$ cat src/rtl/stream_arbiter_pkg.sv
// Shared types for the packet-level stream arbiter multiplexer.
package stream_arbiter_pkg;

    typedef enum logic {
        IDLE = 1'b0,
        BUSY = 1'b1
    } state_e;

endpackage

$ cat src/rtl/stream_register_slice.sv
// Single-entry valid/ready register stage. It can accept a new beat whenever it is
// empty or its current beat is being taken in the same cycle.
module stream_register_slice #(
    parameter int WIDTH = 8
) (
    input  logic             i_clk,
    input  logic             i_rst_n,
    input  logic             i_valid,
    output logic             o_ready,
    input  logic [WIDTH-1:0] i_payload,
    output logic             o_valid,
    input  logic             i_ready,
    output logic [WIDTH-1:0] o_payload
);

    logic             valid_q, valid_d;
    logic [WIDTH-1:0] payload_q, payload_d;

    assign o_ready   = !valid_q || i_ready;
    assign o_valid   = valid_q;
    assign o_payload = payload_q;

    always_comb begin
        valid_d   = valid_q;
        payload_d = payload_q;
        if (i_valid && o_ready) begin
            valid_d   = 1'b1;
            payload_d = i_payload;
        end else if (i_ready) begin
            valid_d = 1'b0;
        end
    end

    always_ff @(posedge i_clk or negedge i_rst_n) begin
        if (!i_rst_n) begin
            valid_q   <= 1'b0;
            payload_q <= '0;
        end else begin
            valid_q   <= valid_d;
            payload_q <= payload_d;
        end
    end

endmodule

$ cat src/rtl/stream_arbiter_mux.sv
// N:1 packet multiplexer: accepts a grant from an external round-robin arbiter,
// locks the granted channel until its last beat, and forwards beats through a register.
//
//   state | meaning
//   IDLE  | requests exposed to the arbiter; waiting for a grant on a valid channel
//   BUSY  | locked to sel; requests held low; beats flow from sel into the output register
module stream_arbiter_mux
    import stream_arbiter_pkg::*;
#(
    parameter int N           = 2,
    parameter int DATA_WIDTH  = 32,
    parameter int INDEX_WIDTH = (N == 1) ? 1 : $clog2(N)
) (
    input  logic                           i_clk,
    input  logic                           i_rst_n,
    input  logic [N-1:0]                   i_valid,
    output logic [N-1:0]                   o_ready,
    input  logic [N-1:0][DATA_WIDTH-1:0]   i_data,
    input  logic [N-1:0]                   i_last,
    output logic [N-1:0]                   o_request,
    input  logic [INDEX_WIDTH-1:0]         i_grant,
    output logic                           o_valid,
    input  logic                           i_ready,
    output logic [DATA_WIDTH-1:0]          o_data,
    output logic                           o_last,
    output logic [INDEX_WIDTH-1:0]         o_index
);

    localparam int PAYLOAD_WIDTH = 1 + INDEX_WIDTH + DATA_WIDTH;

    state_e                   state_q, state_d;
    logic [INDEX_WIDTH-1:0]   sel_q, sel_d;
    logic [INDEX_WIDTH-1:0]   grant_idx;
    logic                     grant_valid;
    logic                     sel_valid;
    logic                     sel_last;
    logic [DATA_WIDTH-1:0]    sel_data;
    logic                     slice_valid;
    logic                     slice_ready;
    logic [PAYLOAD_WIDTH-1:0] slice_out;

    // With a single channel the grant carries no information.
    assign grant_idx = (N == 1) ? '0 : i_grant;

    // Compare-based selection keeps out-of-range grant codes harmless when N is not a power of two.
    always_comb begin
        grant_valid = 1'b0;
        sel_valid   = 1'b0;
        sel_last    = 1'b0;
        sel_data    = '0;
        for (int c = 0; c < N; c++) begin
            if (grant_idx == INDEX_WIDTH'(c)) begin
                grant_valid = i_valid[c];
            end
            if (sel_q == INDEX_WIDTH'(c)) begin
                sel_valid = i_valid[c];
                sel_last  = i_last[c];
                sel_data  = i_data[c];
            end
        end
    end

    always_comb begin
        state_d     = state_q;
        sel_d       = sel_q;
        o_request   = '0;
        o_ready     = '0;
        slice_valid = 1'b0;
        case (state_q)
            IDLE: begin
                o_request = i_valid;
                if (grant_valid) begin
                    sel_d   = grant_idx;
                    state_d = BUSY;
                end
            end
            BUSY: begin
                for (int c = 0; c < N; c++) begin
                    o_ready[c] = (sel_q == INDEX_WIDTH'(c)) && slice_ready;
                end
                slice_valid = sel_valid;
                if (sel_valid && slice_ready && sel_last) begin
                    state_d = IDLE;
                end
            end
            default: state_d = IDLE;
        endcase
    end

    always_ff @(posedge i_clk or negedge i_rst_n) begin
        if (!i_rst_n) begin
            state_q <= IDLE;
            sel_q   <= '0;
        end else begin
            state_q <= state_d;
            sel_q   <= sel_d;
        end
    end

    stream_register_slice #(
        .WIDTH(PAYLOAD_WIDTH)
    ) u_out_slice (
        .i_clk    (i_clk),
        .i_rst_n  (i_rst_n),
        .i_valid  (slice_valid),
        .o_ready  (slice_ready),
        .i_payload({sel_last, sel_q, sel_data}),
        .o_valid  (o_valid),
        .i_ready  (i_ready),
        .o_payload(slice_out)
    );

    assign {o_last, o_index, o_data} = slice_out;

endmodule
$ cat config.mk
export PLATFORM = sky130hd
export DESIGN_NAME = stream_arbiter_mux
export DESIGN_NICKNAME = d
export VERILOG_FILES = /design/src/rtl/stream_arbiter_pkg.sv /design/src/rtl/stream_register_slice.sv /design/src/rtl/stream_arbiter_mux.sv
export SDC_FILE = /design/constraint.sdc
export NUM_CORES = 1
export LEC_CHECK = 0
export CAP_MARGIN = 20
export CELL_PAD_IN_SITES_DETAIL_PLACEMENT = 1
export CELL_PAD_IN_SITES_GLOBAL_PLACEMENT = 2
export CORE_MARGIN = 2
export CORE_UTILIZATION = 26
export DETAILED_ROUTE_END_ITERATION = 7
export PLACE_DENSITY_LB_ADDON = 0.1
export SYNTH_ARGS = -nofsm -noshare
export SYNTH_HDL_FRONTEND = slang
export SYNTH_HIERARCHICAL = 1
export SYNTH_SLANG_ARGS = --single-unit
export TNS_END_PERCENT = 100
$ cat constraint.sdc
create_clock -name i_clk -period 2.55 [get_ports i_clk]
set_input_delay 0.51 -clock i_clk [delete_from_list [all_inputs] [get_ports i_clk]]
set_output_delay 0.51 -clock i_clk [all_outputs]
set_load 0.05 [all_outputs]
==> results of run 1 <==
how the worst max path moves through the flow:
stage	from	end	slack, ps	cells after the start
2_1_floorplan	u_out_slice/o_valid	o_ready[0]	570	3
3_3_place_gp	i_valid[0]	u_out_slice/o_payload[31]	430	6
5_1_grt	i_ready	o_ready[0]	490	5
6_report	i_ready	o_ready[0]	540	5
3_5_place_dp	i_valid[0]	u_out_slice/o_payload[29]	350	6
4_1_cts	u_out_slice/o_valid	o_valid	510	1
kinds of logic (layout without fill, tap and decap cells):
logic type	after synthesis	count (layout)	share of synthesized area (%)
simple gates	10	10	3.67
flops	37	37	46.0
buf+inv	8	123	5.23
compound gates	2	2	0.934
mux	69	69	44.1
per-stage QoR:
| step | utilization, % | area [sq um] |
|---|---|---|
| after global routing | 43.7 | 3320 |
| after detailed placement | 41.9 | 3190 |
| final | 43.7 | 3320 |
| after floorplan | - | 2010 |
| after global placement | 41.9 | 3190 |
| after CTS | 43.7 | 3320 |
synth_stat cells:
master,instances,area share [%]
mux2i_1,2,1.0
o32a_1,1,0.50
or3b_1,1,0.44
nand2_4,1,0.56
mux2_2,37,21
nand2_1,1,0.19
nor2b_1,3,0.93
dfrtp_1,37,46
buf_6,3,1.7
inv_1,1,0.19
or2b_1,1,0.37
nand2b_4,1,0.68
a22o_1,1,0.44
nor2_1,1,0.19
and3_1,1,0.31
mux2_4,30,22
buf_4,1,0.37
buf_12,3,3.0
power breakdown:
part,internal [W],leakage (nW),switching [W]
Combinational,0.00144,0.938,0.00173
Sequential,0.000898,0.432,0.000194
Clock,0.000389,0.0681,0.000214
Total,0.00272,1.44,0.00213
sequential cells by signal (all words and copies together) (netlist names):
signal	cells
u_out_slice/o_payload	34
sel_q	1
state_q	1
u_out_slice/o_valid	1
final cells by class:
type | count | area [sq um] | share of cell area (%)
multi-input cells | 81 | 980 | 29.5
clock buffers | 5 | 68.8 | 2.07
repair buffers | 114 | 1150 | 34.7
well taps | 102 | 128 | 3.84
clock inverters | 3 | 65.1 | 1.96
inverters | 1 | 3.75 | 0.113
flip-flops and latches | 37 | 926 | 27.9
metal layers:
metal  track usage [%]  vias up  part of all wire, %
li1                  -      676                    -
met1              15.7      683                   41
met2              21.8       66                   49
met3              4.44        7                  8.6
met4              4.48        0                  1.2
met5                 0        -                    0
==> results by group, run 1 <==
Outcome
  • Run status: finished, final reports clean

Critical path
  • RR Endpoint: u_out_slice/o_payload[29]
  • Crit-path cells: clkdlybuf4s50_1 -> nand2b_4 -> nand2_1 -> nor2_1 -> buf_4
  • Worst Setup End Kind: output port
  • Arr. time, crit path: 1500 ps
  • Critical Path Max Stage Delay: 460 ps
  • RR Startpoint: sel_q
  • Crit start category: primary input
  • CP max FO: 4
  • Critical path class: primary input to output port
  • Slowest cell on crit path: clkdlybuf4s50_1
  • Worst path required time: 2040 ps
  • Worst r2r path cells: 5
  • CP Buf/Inv Count: 2
  • R2R Setup Slk: 920 ps
  • Top cell family by delay on the critical path: buffers and inverters

Pwr
  • PwrDens: 1460 mW/mm^2
  • Tot Pwr: 0.00486 W
  • Leakage: 1.44 nW
  • Peak VDD IR: 552 uV

Cells and area
  • Most common cell after layout, fill and taps aside: clkdlybuf4s50_1
  • N_diodes: 0
  • Final #Nets: 312
  • Filler cells: 792
  • Area grow syn2layout: 65.3%
  • Non-filler cells, final: 343
  • Most frequent cells in the layout: clkdlybuf4s50_1 (105), mux2_2 (37), dfrtp_1 (37)
  • Fraction of layout cells with a size suffix above 1: 35.7%

CTS
  • Root buffer cell: clkbuf_8
  • Clk Latency, worst-skew pair: 290 ps
  • H-Tree Depth: 2
  • Post-CTS sizing: 0
  • CTS buffer count: 5
  • Clock slew at reported path FFs: 70 ps
  • Clock Tree Buf Depth: 2
  • Setup Buffers After CTS: 0
  • Clock sink count: 37
  • Cts hold-fix bufs: 0
  • CTS tree: built

Timing
  • Setup violators final: 0
  • Fin crit period: 2010 ps
  • Pins over their slew limit: 0
  • RSZ-0062 raised after global routing: no
  • Slew HR: 43.2%
  • PnR worst setup slack: 536 ps
  • Skew final: 3.47 ps
  • Tcrit/Tclk final: 79.0%
  • Final hold vios: 0
  • Top achievable clock speed: 497 MHz
  • Worst Max-Slew Pin Slew: 852 ps
  • Setup_tns: 0 ps
  • Hold slack: 326 ps

Drt
  • Via-to-Cell Ratio: 4.17
  • DRT iter0 DRCs: 20
  • Final wirelength: 5260 um
  • DR DRC count: 0
  • WL/cell: 15.3 um
  • Antenna-violating nets left: 0
  • Drt pass-1 iters: 3
  • Via count: 1432

Synthesis
  • #FFs+latches synth: 37
  • Mean Syn Cell Area: 16.0 sq um
  • Synth Net Count: 198
  • Cell variety after synth: 18
  • YS warnings: 6
  • Seq/Total Area, Yosys: 46.0%
  • Mapped cell area: 0.00201 sq mm
  • Mapped Cells: 126

Floorplan
  • Die area: 0.00845 sq mm
  • Row count: 32
  • Core area: 0.00761 sq mm
  • IO Pins: 111
  • Die Y: 91.9 um
  • Die width: 91.9 um
  • Initial Utilization: 26.4%

Placed design
  • RePlAce Congestion: 0.725
  • DPL Wire Length: 4020 um
  • PortBufs: 110
  • Post-place setup slack: 353 ps
  • Post-Place Cells: 335

Global route
  • Pin count of the biggest net entering global routing: 38
  • Grt total ovfl: 0
  • Initial antenna violation count: 0
  • Number of global-route vias before repair: 1678
  • First-pass GRT wire length: 8610 um
  • Gr usage total: 13.1%

Run
  • Max-cap violations: 0

Hold path
  • Worst min path class: primary input to asynchronous set/reset pin
Power figures use the tool's default switching activity.
==> inputs of run 2 (changes only) <==
--- a/config.mk
+++ b/config.mk
@@ -9,7 +9,7 @@
 export CELL_PAD_IN_SITES_DETAIL_PLACEMENT = 1
 export CELL_PAD_IN_SITES_GLOBAL_PLACEMENT = 2
 export CORE_MARGIN = 2
-export CORE_UTILIZATION = 26
+export CORE_UTILIZATION = 24
 export DETAILED_ROUTE_END_ITERATION = 7
 export PLACE_DENSITY_LB_ADDON = 0.1
 export SYNTH_ARGS = -nofsm -noshare
==> constraint.sdc (replaced) <==
create_clock -name i_clk -period 1.9 [get_ports i_clk]
set_input_delay 0.38 -clock i_clk [delete_from_list [all_inputs] [get_ports i_clk]]
set_output_delay 0.38 -clock i_clk [all_outputs]
set_load 0.05 [all_outputs]
==> run 2 against run 1 <==
Clock power down 8.5%. Power is 29% higher. Wire length is 3.5% higher. Critical path type is now flip-flop to output port. Sequential share of layout area up 0.12 points. Highest routed layer unchanged.
==> results by group, run 2 (synthesis results as in run 1) <==
Hold path
  • Worst min path class: primary input to asynchronous set/reset pin

Cells and area
  • Max FFs per register: 34 (unchanged)
  • Fraction of layout cells with a size suffix above 1: 39.7% (+4.0 points)
  • Seq. cell area: 926 sq um (unchanged)
  • N_diodes: 0 (unchanged)
  • Most common cell after layout, fill and taps aside: clkdlybuf4s50_1
  • Area grow syn2layout: 64.7%
  • Final #Nets: 314 (+0.64%)
  • Filler cells: 859 (+8.5%)
  • Area occupied by multi-input gates: 980 sq um (unchanged)
  • Most frequent cells in the layout: clkdlybuf4s50_1 (89), mux2_2 (37), dfrtp_1 (37)

Critical path
  • CP max FO: 2 (-2)
  • CP Buf/Inv Count: 1 (-1)
  • Critical Path Max Stage Delay: 820 ps (+360 ps)
  • Arr. time, crit path: 1450 ps (-50 ps)
  • Top cell family by delay on the critical path: buffers and inverters
  • Critical path class: flip-flop to output port
  • Crit start category: flip-flop
  • Crit-path cells: clkdlybuf4s50_1
  • Worst path required time: 1520 ps (-520 ps)
  • Worst Setup End Kind: output port
  • Slowest cell on crit path: clkdlybuf4s50_1

Global route
  • Initial antenna violation count: 0 (unchanged)
  • Met3 Use GR: 4.27% (-0.17 points)
  • Grt total ovfl: 0 (unchanged)
  • Met2 usage: 21.3% (-0.49 points)
  • Pin count of the biggest net entering global routing: 22 (-42%)
  • Gr usage total: 12.3% (-0.71 points)
  • Grt peak-use layer: met2
  • Number of global-route vias before repair: 1714 (+2.1%)
  • First-pass GRT wire length: 8540 um (-0.80%)
  • Met1 usage: 14.6% (-1.1 points)

CTS
  • Clk Latency, worst-skew pair: 280 ps (about the same)
  • H-Tree Depth: 2 (unchanged)
  • CTS tree: built
  • Root buffer cell: clkbuf_8
  • Setup Buffers After CTS: 0 (unchanged)
  • CTS buffer count: 5 (unchanged)
  • Clock sink count: 37 (unchanged)
  • Clock Tree Buf Depth: 2 (unchanged)
  • Clock slew at reported path FFs: 70 ps (about the same)

Drt
  • DRT iter0 DRCs: 25 (+25%)
  • DR DRC count: 0 (unchanged)
  • WL/cell: 15.7 um (+2.3%)
  • Via-to-Cell Ratio: 4.21 (+0.92%)
  • Antenna-violating nets left: 0 (unchanged)
  • Final wirelength: 5450 um (+3.5%)
  • Drt pass-1 iters: 4 (+1)
  • Via count: 1462 (+2.1%)

Timing
  • RSZ-0062 raised after global routing: no
  • Fin crit period: 1830 ps
  • Setup_tns: 0 ps (unchanged)
  • Worst Max-Slew Pin Slew: 559 ps (-293 ps)
  • Top achievable clock speed: 547 MHz
  • Tcrit/Tclk final: 96.3%
  • Final hold vios: 0 (unchanged)
  • Setup violators final: 0 (unchanged)
  • Pins over their slew limit: 0 (unchanged)
  • Slew HR: 62.7% (+19 points)
  • Skew final: 2.46 ps (-1.02 ps)

Floorplan
  • Initial Utilization: 24.6% (-1.8 points)
  • Core area: 0.00818 sq mm (+7.5%)
  • Die Y: 95.5 um (+3.9%)
  • Die area: 0.00913 sq mm (+8.0%)
  • Row count: 33 (+3.1%)
  • IO Pins: 111 (unchanged)
  • Die width: 95.5 um (+3.9%)

Placed design
  • DPL Wire Length: 4240 um (+5.6%)
  • RePlAce Congestion: 0.680 (-6.3%)
  • PortBufs: 110 (unchanged)

Run
  • Max-cap violations: 0 (unchanged)

Pwr
  • Leakage: 1.50 nW (+4.3%)
  • PwrDens: 1900 mW/mm^2 (+30%)
  • Peak VDD IR: 829 uV (+50%)
  • Tot Pwr: 0.00628 W (+29%)

Outcome
  • Run status: finished, final reports clean
## run 2: cell types whose count changed in the layout (fill, tap and decap cells not counted), sizes merged
cell           previous run  this run
clkdlybuf4s50           105        89
bufinv                    2         0
dlymetal6s2s              0         6
clkbuf                    5         7
clkinv                    1         0
buf                       9        21
## run 2: through the flow
stage,util [%],std cells,cell area (sq um),hold slack [ps],setup slack [ps]
after floorplan,-,126,2010,84.4,49.4
after global placement,39.3,340,3210,348,-31.9
after detailed placement,39.3,340,3210,368,-80.1
after CTS,40.3,347,3300,48.6,30.5
after global routing,40.5,347,3310,57.1,0.500
final,40.5,347,3310,38.6,71.1
## run 2: final cells by class
type	count	share of cell area (%)
inverters	1	0.113
repair buffers	116	35.8
well taps	105	3.97
flip-flops and latches	37	28.0
clock buffers	7	2.61
multi-input cells	81	29.6
## run 2: repair_timing
action	in CTS	in global routing
endpoints found under the setup margin	0	6
hold buffers	0	0
gates resized for setup	0	6
endpoints found under the hold margin	0	0
## run 2: where the power goes
group | switching [W] | internal (W) | leakage [nW]
clock | 0.000263 | 0.000288 | 0.0443
combinational | 0.00233 | 0.00194 | 1.02
sequential | 0.000256 | 0.00121 | 0.432
## run 2: final timing paths
path	from	end	slack (ps)	cells after the start
min in group i_clk	u_out_slice/o_payload[11]	u_out_slice/o_payload[11]	510	1
worst max register to register	sel_q	u_out_slice/o_payload[16]	400	5
worst min register to register	u_out_slice/o_payload[11]	u_out_slice/o_payload[11]	510	1
max in group asynchronous	i_rst_n	u_out_slice/o_payload[13]	1230	2
worst max-delay path	u_out_slice/o_payload[22]	o_data[22]	70	1
worst min-delay path	i_rst_n	u_out_slice/o_payload[33]	40	1
## run 2: worst reg2reg max path, cell delays in order (launching register included)
cell and delay [ps]:
dfrtp_1 400, mux2i_1 140, nor2b_1 240, nand2_4 100
buf_12 180, mux2_4 320
## run 2: routing by layer
layer	part of all wire [%]	vias up
li1	-	679
met1	39	721
met2	52	60
met3	8.3	2
met4	0.59	0
met5	0	-
